File: src/rtl/pc_seq_ctrl.sv
`default_nettype none
// ============================================================================
// Module   : pc_seq_ctrl
// Brief    : Fetch-PC sequencing controller for the P7 MIPS core. Selects the
//            PC source, owns the mult/div busy countdown and the eret/EPC
//            interlock. Optional macro PC_STALL_PERF_EN adds stall/redirect
//            performance counters.
// Revision : 1.0 - initial release
// ============================================================================
module pc_seq_ctrl #(
    parameter int MULT_CYCLES = 5,
    parameter int DIV_CYCLES  = 10,
    parameter int CNT_W       = 4
) (
    input  logic        clk,
    input  logic        reset,
    input  logic        int_req,
    input  logic        exc_req,
    input  logic        eret_d,
    input  logic        mtc0_epc_e,
    input  logic        mtc0_epc_m,
    input  logic        md_start_e,
    input  logic        md_is_div_e,
    input  logic        md_use_d,
    input  logic        redirect_d,
    input  logic        data_stall,
`ifdef PC_STALL_PERF_EN
    output logic [31:0] perf_stall_cnt,
    output logic [31:0] perf_redir_cnt,
`endif
    output logic        pc_we,
    output logic [1:0]  pc_sel,
    output logic        stall_fd,
    output logic        flush_d,
    output logic        md_busy,
    output logic [1:0]  state_o
);

    localparam logic [1:0] c_ST_RUN       = 2'd0;
    localparam logic [1:0] c_ST_MD_WAIT   = 2'd1;
    localparam logic [1:0] c_ST_ERET_WAIT = 2'd2;
    localparam logic [1:0] c_ST_EXC       = 2'd3;

    localparam logic [1:0] c_SEL_SEQ = 2'd0;
    localparam logic [1:0] c_SEL_NPC = 2'd1;
    localparam logic [1:0] c_SEL_EPC = 2'd2;
    localparam logic [1:0] c_SEL_EXC = 2'd3;

    localparam logic [CNT_W-1:0] c_MULT_LOAD = CNT_W'(MULT_CYCLES);
    localparam logic [CNT_W-1:0] c_DIV_LOAD  = CNT_W'(DIV_CYCLES);

    logic [1:0]       r_state;
    logic [1:0]       w_state_nxt;
    logic [CNT_W-1:0] r_md_cnt;
    logic             w_md_busy;
    logic             w_md_hold;
    logic             w_eret_hold;
    logic             w_hold;
    logic             w_exc;

    assign w_md_busy   = (r_md_cnt != '0) | md_start_e;
    assign w_md_hold   = md_use_d & w_md_busy;
    assign w_eret_hold = eret_d & (mtc0_epc_e | mtc0_epc_m);
    assign w_hold      = data_stall | w_md_hold | w_eret_hold;
    assign w_exc       = int_req | exc_req;

    // Countdown keeps running through exceptions; last issue reloads it.
    always_ff @(posedge clk) begin
        if (reset) begin
            r_md_cnt <= '0;
        end else if (md_start_e) begin
            r_md_cnt <= md_is_div_e ? c_DIV_LOAD : c_MULT_LOAD;
        end else if (r_md_cnt != '0) begin
            r_md_cnt <= r_md_cnt - 1'b1;
        end
    end

    always_comb begin
        w_state_nxt = c_ST_RUN;
        if (w_exc) begin
            w_state_nxt = c_ST_EXC;
        end else if (w_eret_hold) begin
            w_state_nxt = c_ST_ERET_WAIT;
        end else if (w_md_hold) begin
            w_state_nxt = c_ST_MD_WAIT;
        end
    end

    always_ff @(posedge clk) begin
        if (reset) begin
            r_state <= c_ST_RUN;
        end else begin
            r_state <= w_state_nxt;
        end
    end

    // Eret interlock and data/MD holds share the same stall-and-bubble output.
    always_comb begin
        pc_we    = 1'b0;
        pc_sel   = c_SEL_SEQ;
        stall_fd = 1'b0;
        flush_d  = 1'b0;
        if (!reset) begin
            if (w_exc) begin
                pc_we   = 1'b1;
                pc_sel  = c_SEL_EXC;
                flush_d = 1'b1;
            end else if (w_hold) begin
                stall_fd = 1'b1;
                flush_d  = 1'b1;
            end else if (eret_d) begin
                pc_we   = 1'b1;
                pc_sel  = c_SEL_EPC;
                flush_d = 1'b1;
            end else if (redirect_d) begin
                pc_we  = 1'b1;
                pc_sel = c_SEL_NPC;
            end else begin
                pc_we = 1'b1;
            end
        end
    end

    assign md_busy = ~reset & w_md_busy;
    assign state_o = reset ? c_ST_RUN : r_state;

`ifdef PC_STALL_PERF_EN
    logic [31:0] r_perf_stall_cnt;
    logic [31:0] r_perf_redir_cnt;

    always_ff @(posedge clk) begin
        if (reset) begin
            r_perf_stall_cnt <= '0;
            r_perf_redir_cnt <= '0;
        end else begin
            if (stall_fd) begin
                r_perf_stall_cnt <= r_perf_stall_cnt + 32'd1;
            end
            if (pc_we && (pc_sel != c_SEL_SEQ)) begin
                r_perf_redir_cnt <= r_perf_redir_cnt + 32'd1;
            end
        end
    end

    assign perf_stall_cnt = r_perf_stall_cnt;
    assign perf_redir_cnt = r_perf_redir_cnt;
`endif

endmodule
`default_nettype wire
File: config.mk
export PLATFORM = sky130hd
export DESIGN_NAME = pc_seq_ctrl
export DESIGN_NICKNAME = d
export VERILOG_FILES = /design/src/rtl/pc_seq_ctrl.sv
export SDC_FILE = /design/constraint.sdc
export NUM_CORES = 1
export LEC_CHECK = 0
export BUFFER_PORTS_ARGS = -buffer_cell sky130_fd_sc_hd__buf_2
export CAP_MARGIN = 20
export CORE_AREA = 2 2 39 41
export CTS_CLUSTER_SIZE = 40
export DETAILED_ROUTE_END_ITERATION = 10
export DIE_AREA = 0 0 41 43
export SKIP_CTS_REPAIR_TIMING = 1
export SLEW_MARGIN = 10
export SYNTH_ARGS = -nofsm -noshare
export SYNTH_HDL_FRONTEND = slang
export SYNTH_SLANG_ARGS = --single-unit
File: constraint.sdc
create_clock -name clk -period 1.45 [get_ports clk]
set_input_delay 0.145 -clock clk [delete_from_list [all_inputs] [get_ports clk]]
set_output_delay 0.145 -clock clk [all_outputs]
set_load 0.02 [all_outputs]
==> summary.txt <==
Route
  • Final wirelength: 1.178 mm
  • DRC viols: 0
  • DR vias/cell: 4.929
  • Iter 0 DRT Violations: 1
  • DRT Pass-1 Iters: 2
  • Antenna Nets Post-Route: 0
  • Wire per inst: 11.90 µm
  • Total number of vias: 488

STA
  • Setup WS post-layout: -0.4205 ns
  • Min Hold Slack: 0.2057 ns
  • Fmax: 534.6 MHz
  • Final hold vios: 0
  • Worst-margin pin slew: 0.2903 ns
  • Final period utilization: 129.0%
  • RSZ-0062 raised after global routing: true
  • Setup_tns: -2.366 ns
  • Slew headroom: 80.38%
  • Post-route clock skew: 0.004237 ns
  • # setup viols final: 8
  • Final min period: 1.870 ns
  • Max-slew violation count: 0

Synth
  • Top-area cell type share of the netlist area: 29.27%
  • Synthesis Warnings: 0
  • Post-Syn Instances: 47
  • Flops & latches, synth: 6
  • Synth area leader: dfxtp_1
  • Synth Area per Inst: 8.732 µm²
  • Syn Std Cell Area: 410.4 µm²
  • Syn_nets: 61
  • Most area-consuming cells after synthesis: dfxtp_1 29%, ha_1 6.1%, a21oi_1 4.9%, o211a_1 4.9%, or4b_2 4.9%
  • Seq/Total Area, Yosys: 29.27%
  • Synth cell types: 26

Placed design
  • GPL Wtd Cong: 0.7709
  • Port bufs: 19
  • Dpl cells: 95
  • DP HPWL: 1.001 mm

Clock network
  • CTS buffer count: 3
  • CTS Root Cell: clkbuf_4
  • Worst-path clk slew: 0.05 ns
  • Worst skew pair latency: 0.24 ns
  • Clock tree buffer depth: 2
  • H-tree depth: 1
  • Clk sinks: 6
  • CTS tree: built

Setup path
  • Setup CP Type: flip-flop to output pin
  • Setup crit end kind: output pin
  • Worst EP required: 1.31 ns
  • Nature of the critical path startpoint: flip-flop
  • R2R Setup Slk: -0.04 ns
  • R2R depth: 6
  • Max FO, Critical Path: 3
  • WP data arrival: 1.73 ns

Global route
  • All-Layer GR Usage: 16.45%
  • Vias in the first global route: 478
  • Antenna violations before repair: 0
  • First-pass GRT wire length: 1.980 mm
  • Largest net degree at the start of global routing: 8
  • Grt ovf: 0

Outcome
  • Run status: finished, violations left
  • Violated checks: setup timing

Die
  • Core Region: 1384 µm²
  • Die Height: 43 µm
  • Full die area: 1763 µm²
  • Die width: 41 µm
  • IO Count: 20
  • Starting Density: 29.66%
  • FP Rows: 14

Pwr
  • P per Cell Area: 849.6 nW/µm²
  • NetSw: 0.2181 mW
  • Combinational Power Share: 47.2%
  • P_int: 0.4516 mW
  • Post-layout power: 0.6697 mW
  • Switching share of power: 32.57%
  • Sequential fraction of design power: 29.4%
  • Clk network pwr share: 23.4%
  • Peak VDD IR: 0.0005262 V
  • Lkg Pwr: 0.3640 nW

Cells and area
  • Fin nets: 99
  • Final Util: 56.96%
  • # diodes: 0
  • Most common cell after layout, fill and taps aside: buf_4
  • Share of cells above drive strength 1: 65.06%
  • Most frequent cells in the layout: 17 x buf_4, 13 x buf_2, 4 x buf_6, 4 x dfxtp_1
  • Layout area overhead: 92.07%
  • Fin cells: 99

Hold path
  • HP Class: primary input to flip-flop
  • Hold path depth: 3

Job
  • Maxcap violations: 0
-- logic make-up after synthesis --
| kind of cell | after synthesis | synth area share (%) |
|---|---|---|
| AO/OA/AOI/OAI | 14 | 24.39 |
| XOR/XNOR | 2 | 4.269 |
| adder cells (fa/ha/maj) | 2 | 6.097 |
| buffers and inverters | 4 | 3.657 |
| flip-flops | 6 | 29.27 |
| AND/OR/NAND/NOR | 19 | 32.32 |
-- sequential cells by signal, indices dropped and copies added (netlist names) --
register and count:
r_state 2, r_md_cnt 4
-- layout make-up --
class | instances | area [µm²]
inverter | 3 | 11.26
tap | 16 | 20.02
fill | 132 | 595.6
clock buffer | 3 | 22.52
multi-input combinational | 37 | 374.1
timing repair buffer | 34 | 237.7
sequential | 6 | 122.6
-- Yosys cell counts --
master,instances
or4b_4,1
a31oi_1,1
and2_4,1
nand3_1,1
o21ai_2,1
nor2_1,2
or3b_1,1
xor2_1,2
nor4b_1,1
or3_1,1
o22ai_1,3
nor2b_4,1
o211a_1,2
nand2_1,3
nor2b_1,2
or4b_2,2
inv_1,3
o221ai_1,1
ha_1,2
clkbuf_1,1
nor3_1,2
nand2b_1,1
dfxtp_1,6
a211o_1,1
a2111oi_0,1
a21oi_1,4
-- per-layer routing --
layer  vias to the layer above  routed length (µm)  global-route usage, %
met2                         6                 671                  26.56
met5                         -                   0                      0
met4                         0                   0                  2.000
met1                       234                 468                  19.55
li1                        248                   -                      -
met3                         0                  38                  7.853
-- per-stage QoR --
step                      setup slack (ns)  cell area, µm²
after CTS                          -0.4472           750.7
after global placement             -0.1444           728.2
after detailed placement           -0.1756           728.2
after floorplan                   -0.02626           511.7
final                              -0.4205           788.3
after global routing               -0.4732           788.3
-- power by group through the flow --
stage,clock network [mW],logic [mW],registers (mW)
CTS,0.164,0.300,0.197
detailed placement,0,0.299,0.200
global route,0.171,0.348,0.198
global placement,0,0.294,0.199
floorplan,0,0.173,0.203
finish,0.157,0.316,0.197
-- final timing paths --
path                            start                        to
max          r_md_cnt[1]$_SDFFE_PP0N_                  stall_fd
min                       md_is_div_e  r_md_cnt[1]$_SDFFE_PP0N_
min reg2reg  r_md_cnt[0]$_SDFFE_PP0N_  r_md_cnt[1]$_SDFFE_PP0N_
max reg2reg  r_md_cnt[1]$_SDFFE_PP0N_  r_md_cnt[3]$_SDFFE_PP0N_
-- worst max-delay path, stage by stage (launching register included) --
cell,delay [ns]
dfxtp_2,0.32
inv_2,0.07
ha_4,0.13
or4b_4,0.48
a21oi_4,0.21
a2111oi_4,0.10
buf_4,0.17
Note: power is estimated with default switching activity, not from simulation.
